File: src/rtl/row_accum_ctrl.sv
// rtl/row_accum_ctrl.sv - row reduction controller with LAT interleaved partial-sum slots
module row_accum_ctrl #(
  parameter int DATA_W = 24,
  parameter int LAT    = 4,
  parameter int CNT_W  = 8
) (
  input  logic              clock,
  input  logic              reset,
  input  logic              in_valid,
  output logic              in_ready,
  input  logic [DATA_W-1:0] in_data,
  input  logic              in_first,
  input  logic              in_last,
  output logic              out_valid,
  input  logic              out_ready,
  output logic [DATA_W-1:0] out_data,
  output logic [CNT_W-1:0]  out_count,
  output logic              proto_err,
  output logic              busy
);

  localparam int TAG_W = (LAT > 1) ? $clog2(LAT) : 1;
  localparam logic [TAG_W-1:0] LAST_SLOT  = TAG_W'(LAT - 1);
  localparam logic [3:0]       LAST_PHASE = 4'(LAT - 1);

  typedef enum logic [2:0] {IDLE, ACCUM, DRAIN, REDUCE, OUTPUT} state_t;

  state_t            state, state_nxt;
  logic [3:0]        phase;
  logic [TAG_W-1:0]  ptr, slot, slot_nxt, red_idx;
  logic [LAT-1:0]    used;
  logic [DATA_W-1:0] psum      [LAT];
  logic [DATA_W-1:0] pipe_data [LAT];
  logic [TAG_W-1:0]  pipe_tag  [LAT];
  logic [LAT-1:0]    pipe_vld;
  logic [DATA_W-1:0] total, operand_b, red_term;
  logic [CNT_W-1:0]  count;
  logic              accept, row_start, phase_end, framing_bad;

  always_comb begin
    in_ready    = (state == IDLE) || (state == ACCUM);
    accept      = in_valid && in_ready;
    row_start   = (state == IDLE);
    slot        = row_start ? '0 : ptr;
    slot_nxt    = (slot == LAST_SLOT) ? '0 : slot + TAG_W'(1);
    phase_end   = (phase == LAST_PHASE);
    red_idx     = phase[TAG_W-1:0];
    red_term    = used[red_idx] ? psum[red_idx] : '0;
    framing_bad = accept && (row_start ? !in_first : in_first);
    // A result leaving the last adder stage this cycle is newer than psum.
    operand_b = '0;
    if (!row_start) begin
      if (pipe_vld[LAT-1] && (pipe_tag[LAT-1] == slot)) begin
        operand_b = pipe_data[LAT-1];
      end else if (used[slot]) begin
        operand_b = psum[slot];
      end
    end
  end

  always_comb begin
    state_nxt = state;
    case (state)
      IDLE:    if (accept) state_nxt = in_last ? DRAIN : ACCUM;
      ACCUM:   if (accept && in_last) state_nxt = DRAIN;
      DRAIN:   if (phase_end) state_nxt = REDUCE;
      REDUCE:  if (phase_end) state_nxt = OUTPUT;
      OUTPUT:  if (out_ready) state_nxt = IDLE;
      default: state_nxt = IDLE;
    endcase
    out_valid = (state == OUTPUT);
    busy      = (state != IDLE);
    out_data  = total;
    out_count = count;
  end

  always_ff @(posedge clock) begin
    if (reset) begin
      state     <= IDLE;
      phase     <= '0;
      ptr       <= '0;
      used      <= '0;
      pipe_vld  <= '0;
      total     <= '0;
      count     <= '0;
      proto_err <= 1'b0;
      for (int k = 0; k < LAT; k++) begin
        psum[k]      <= '0;
        pipe_data[k] <= '0;
        pipe_tag[k]  <= '0;
      end
    end else begin
      state     <= state_nxt;
      proto_err <= framing_bad;

      pipe_vld[0]  <= accept;
      pipe_data[0] <= in_data + operand_b;
      pipe_tag[0]  <= slot;
      for (int k = 1; k < LAT; k++) begin
        pipe_vld[k]  <= pipe_vld[k-1];
        pipe_data[k] <= pipe_data[k-1];
        pipe_tag[k]  <= pipe_tag[k-1];
      end
      if (pipe_vld[LAT-1]) psum[pipe_tag[LAT-1]] <= pipe_data[LAT-1];

      if (accept) begin
        ptr <= slot_nxt;
        if (row_start) begin
          used    <= '0;
          used[0] <= 1'b1;
          count   <= CNT_W'(1);
        end else begin
          used[slot] <= 1'b1;
          count      <= (count == '1) ? count : count + CNT_W'(1);
        end
      end

      if ((state == DRAIN) || (state == REDUCE)) begin
        phase <= phase_end ? '0 : phase + 4'd1;
      end else begin
        phase <= '0;
      end

      if ((state == DRAIN) && phase_end) begin
        total <= '0;
      end else if (state == REDUCE) begin
        total <= total + red_term;
      end
    end
  end

endmodule

File: config.mk
export PLATFORM = sky130hd
export DESIGN_NAME = row_accum_ctrl
export DESIGN_NICKNAME = d
export VERILOG_FILES = /design/src/rtl/row_accum_ctrl.sv
export SDC_FILE = /design/constraint.sdc
export NUM_CORES = 1
export LEC_CHECK = 0
export BUFFER_PORTS_ARGS = -buffer_cell sky130_fd_sc_hd__buf_4
export CORE_MARGIN = 2
export CORE_UTILIZATION = 55
export DETAILED_ROUTE_END_ITERATION = 12
export PLACE_DENSITY_LB_ADDON = 0.2
export SYNTH_ARGS = -nofsm -noshare
export SYNTH_HDL_FRONTEND = slang
export SYNTH_SLANG_ARGS = --single-unit
File: constraint.sdc
create_clock -name clock -period 12.7 [get_ports clock]
set_input_delay 2.54 -clock clock [delete_from_list [all_inputs] [get_ports clock]]
set_output_delay 2.54 -clock clock [all_outputs]
set_load 0.05 [all_outputs]
# Word-level counts from Yosys, hierarchy flattened
# Memory sizes are Yosys's and may differ from the RTL's. A register that Yosys moved wholly into a read port is not among the register bits.
# Cells that the tools add are included.
# word_totals
ff_bits	50
ramBits	200
in_bits	30
output_inout_bits	36
elab_cells	100
memories	3
# classes
add_sub_neg	5
order_cmp	3
n_eq_ne	14
muxes	41
n_bitwise	10
reduce_logical	16
# mem_list
name	depth	word_bits	rd	rd_ports_with_merged_regs	write_ports	line_no	rtl
pipe_data	4	24	4	0	4	33	logic [DATA_W-1:0] pipe_data [LAT];
psum	4	24	2	1	4	32	logic [DATA_W-1:0] psum [LAT];
pipe_tag	4	2	4	0	4	34	logic [TAG_W-1:0] pipe_tag [LAT];
# ops
cell	n
2-to-1 mux 24 bit	9
adder 24 bit	2
OR reduction 24 bit	1
2-to-1 mux 2 bit	9
2-to-1 mux 8 bit	2
2-to-1 mux 3 bit	5
one-hot mux 3 bit (5 select lines)	1
2-to-1 mux 1 bit	11
adder 8 x 1 -> 8 bit (second input constant)	1
== test 8 bit (second input constant)	1
inequality test 2 bit (second input constant)	4
bitwise OR 1 bit	8
== test 3 x 2 -> 1 bit (second input constant)	2
logical AND 1 bit	6
less-than comparator 2 x 3 -> 1 bit (second input constant)	2
AND reduction 5 bit	1
adder 4 x 1 -> 4 bit (second input constant)	1
binary-select mux 1 bit (select 2 bit)	2
== test 4 x 2 -> 1 bit (second input constant)	1
2-to-1 mux 4 bit	1
inequality test 2 x 1 -> 1 bit (second input constant)	2
bitwise OR 4 bit	1
== test 3 x 1 -> 1 bit (second input constant)	1
== test 3 bit (second input constant)	1
other kinds (13)	14

# Depth between registers and ports, before layout
# logic_depth
ltp_word	9
depth_mapped	21

# Least setup slack after synthesis
# No wires, ideal clock.
# synth_path
kind	in2reg
from	input in_data[0]
to	memory pipe_data[0][20]
arrival_ps	4608
required_time_ps	12579
path_slack_ps	7971
stages	9
n_path_buf	0
cell_sequence	ha_1 -> fa_1 -> a211oi_1 -> o211a_1 -> o31ai_1 -> a21oi_1 -> nor2_1 -> a221oi_1 -> mux2_2
# synth_rtl
item	line_no	rtl
start: declaration	11	input logic [DATA_W-1:0] in_data,
end: declaration	33	

==> run metrics <==
Hold-fix buffers, CTS 0; starting density of the core roughly 56%; Pwr Density 127 mW/mm2; post-synthesis register bit count 250; Cell variety after synth 69; Placement Cell Area between 0.01 and 0.015 mm2; Worst Path Required 13.14 ns; crit-path max FO 29; die width 155 um; Syn Nets ~1300; Post-Synth XOR/XNOR Area 2.35%; largest net degree at the start of global routing 54; fin. max-slew vios 0; Worst Hold Class reg -> reg; routability cong. 0.922; WP data arrival 6.02 ns; RSZ-0062 raised after global routing no; Ports 66; GRT Overall Usage approximately a quarter; CTS resizes 0; Vias/cell around 5.8; Final Util 62.4%; Gate Count Post-Synth 1265; initial drt markers between 600 and 700; Detailed Route WL 28800 um; Post-synth top cells dfxtp_1, nor2b_1, nand2_1; Slew HR 22.1%; fin cells 1599; Layout fillers 1856; fin area 0.0141 mm2; MaxCap Viol Count 0; CTS HTree Levels 1; # rows 55; ys async rst share 0%; share of cells above drive strength 1 12.5%; number of flops mapped to enable cells by yosys 96; core box area 0.0226 mm2; CTS tree yes; Setup Skew approximately 0.015 ns; crit share post-route 43.9%; CP Capture Type flop; Worst-Margin Slew around 1.2 ns; Fin. Hold Viols 0; Synth Area in Adders 5.19%; clock root cell clkbuf_16; Synth Cell Area 0.0126 mm2; Synth Area in Compound Gates 11.8%; Ys Warns 0; top-area cell type share of the netlist area 24.5%; multi-input logic area 0.00626 mm2; WL/cell 18.0 um; P&R area growth vs syn 11.9%; first-pass GRT wire length approximately 47000 um; CTS Sinks 250; via count 9251; clock buffer depth 3; pre-CTS setup slack 7.22 ns; final worst slack 7.12 ns; placed wire-length estimate 20600 um; Mean Syn Cell Area 9.96 um2; grt total ovfl 0; setup TNS 0 ns; largest family of logic cells by synthesized area simple AND/OR/NAND/NOR gates; multiplexer area fraction after synthesis 6.93%; maximum VDD drop 0.106 mV; critical path type reg -> reg; die area 0.0241 mm2; DP Cell Count 1550; synthesized-area fraction occupied by and/or/nand/nor cells 23.4%; Antenna Cells 0; Synth Flop Type dfxtp_1; DRC Markers 0; Worst-path clk slew 0.06 ns; initial antenna violation count 0; number of routed nets with antenna violations 0; Synth area leader dfxtp_1; Area contributors post-synth dfxtp_1, edfxtp_1, nor2b_1, and2_1, ha_1; Fmax between 150 and 200 MHz; Final setup viols 0; count leader, synth dfxtp_1; height of the die 155 um; Tmin final 5.58 ns; Clock Latency Late Sink 0.55 ns; vias in the first global route 8790; First-pass DRT Iterations 5; P_leak 5.57 nW; Seq/Total Area, Yosys a little under half; outcome finished, final reports clean; Post-CTS Setup Repair Bufs 0; NumNets Final around 1400; cts bufs inserted 27; register area 0.00597 mm2; startpoint types flop; input/output buffers 65
-- worst max-delay path, cell delays in order, from the launching register on --
cell and delay, ns:
dfxtp_1 0.64, nor3_4 0.08, buf_4 0.25, inv_2 0.16, and2_4 0.34, clkinv_4 0.28
xor2_2 0.23, nand3_1 0.10, and2_1 0.69, a32oi_1 0.20, nor2_1 0.18, ha_1 0.33
a2111oi_0 0.41, o21ai_0 0.25, a221oi_1 0.45, o21ai_0 0.23, a221oi_1 0.36, nand3_1 0.13
o311ai_0 0.11
-- sequential cells by signal (all words and copies together), names as in the netlist --
name and cells:
out_data 24, pipe_data 96, pipe_vld 4, state 3, used 4, psum 96
phase 4, proto_err 1, ptr 2, pipe_tag 8, out_count 8
-- worst paths after layout --
kind              slack [ns]  depth (start not counted)               end              from
setup / recovery        7.12                         18  pipe_data[0][17]          state[2]
hold reg to reg         0.43                          1  pipe_data[3][23]  pipe_data[2][23]
hold / removal          0.43                          1  pipe_data[3][23]  pipe_data[2][23]
setup reg to reg        7.12                         18  pipe_data[0][17]          state[2]
-- routing by layer --
layer	track usage (%)	wire length [um]	up-vias
met1	36.1	13200	4339
li1	-	-	4552
met3	3.90	2420	44
met2	37.5	12600	316
met5	0	0	-
met4	5.42	573	0
-- metrics by stage --
| stage | hold WS (ns) | power (W) |
|---|---|---|
| 6_report | 0.431 | 0.00179 |
| 5_1_grt | 0.445 | 0.00186 |
| 4_1_cts | 0.435 | 0.00181 |
| 3_5_place_dp | 0.420 | 0.00106 |
| 3_3_place_gp | 0.416 | 0.00106 |
| 2_1_floorplan | 0.414 | 0.00101 |
-- logic make-up (layout without fill, tap and decap cells) --
kind of cell,Yosys count,count (layout)
simple gates,563,563
flops,250,250
mux,58,58
xor+xnor,33,33
compound gates,215,215
buf+inv,95,144
fa+ha+maj,51,51
-- cell type report --
cell class	instances	share of cell area, %
well taps	285	2.53
repair buffers	75	4.00
flip-flops and latches	250	42.4
clock inverters	12	0.657
inverters	20	0.568
clock buffers	37	5.49
multi-input cells	920	44.4
-- power breakdown --
group	leakage, nW	switching (W)	internal (W)
logic	2.90	0.0000995	0.0000645
registers	2.25	0.0000187	0.000861
clock network	0.417	0.000320	0.000429
-- layout by cell type, fill, tap and decap left out, types with 5 or more instances in the layout --
cell,synthesis,routed
dfxtp_1,154,152
nor2b_1,116,116
nand2_1,111,111
and2_1,105,105
nor2_1,102,102
edfxtp_1,96,96
buf_4,0,75
nand3_1,51,51
ha_1,49,49
a21oi_1,48,48
mux2i_1,31,31
o21ai_0,31,31
a21o_1,28,28
clkbuf_16,0,27
mux4_2,23,23
a32oi_1,23,23
inv_1,17,17
nor3_1,17,17
xnor2_1,17,17
a211oi_1,15,15
xor2_1,15,15
nand4_1,13,13
o211ai_1,11,11
o21bai_1,9,9
and3_1,8,8
or2_2,7,7
nor3b_1,7,7
o21a_1,7,7
nand2b_1,7,7
a31oi_1,6,6
clkbuf_8,0,6
o31ai_1,5,5
No activity file was read; power rests on OpenSTA's default activity.
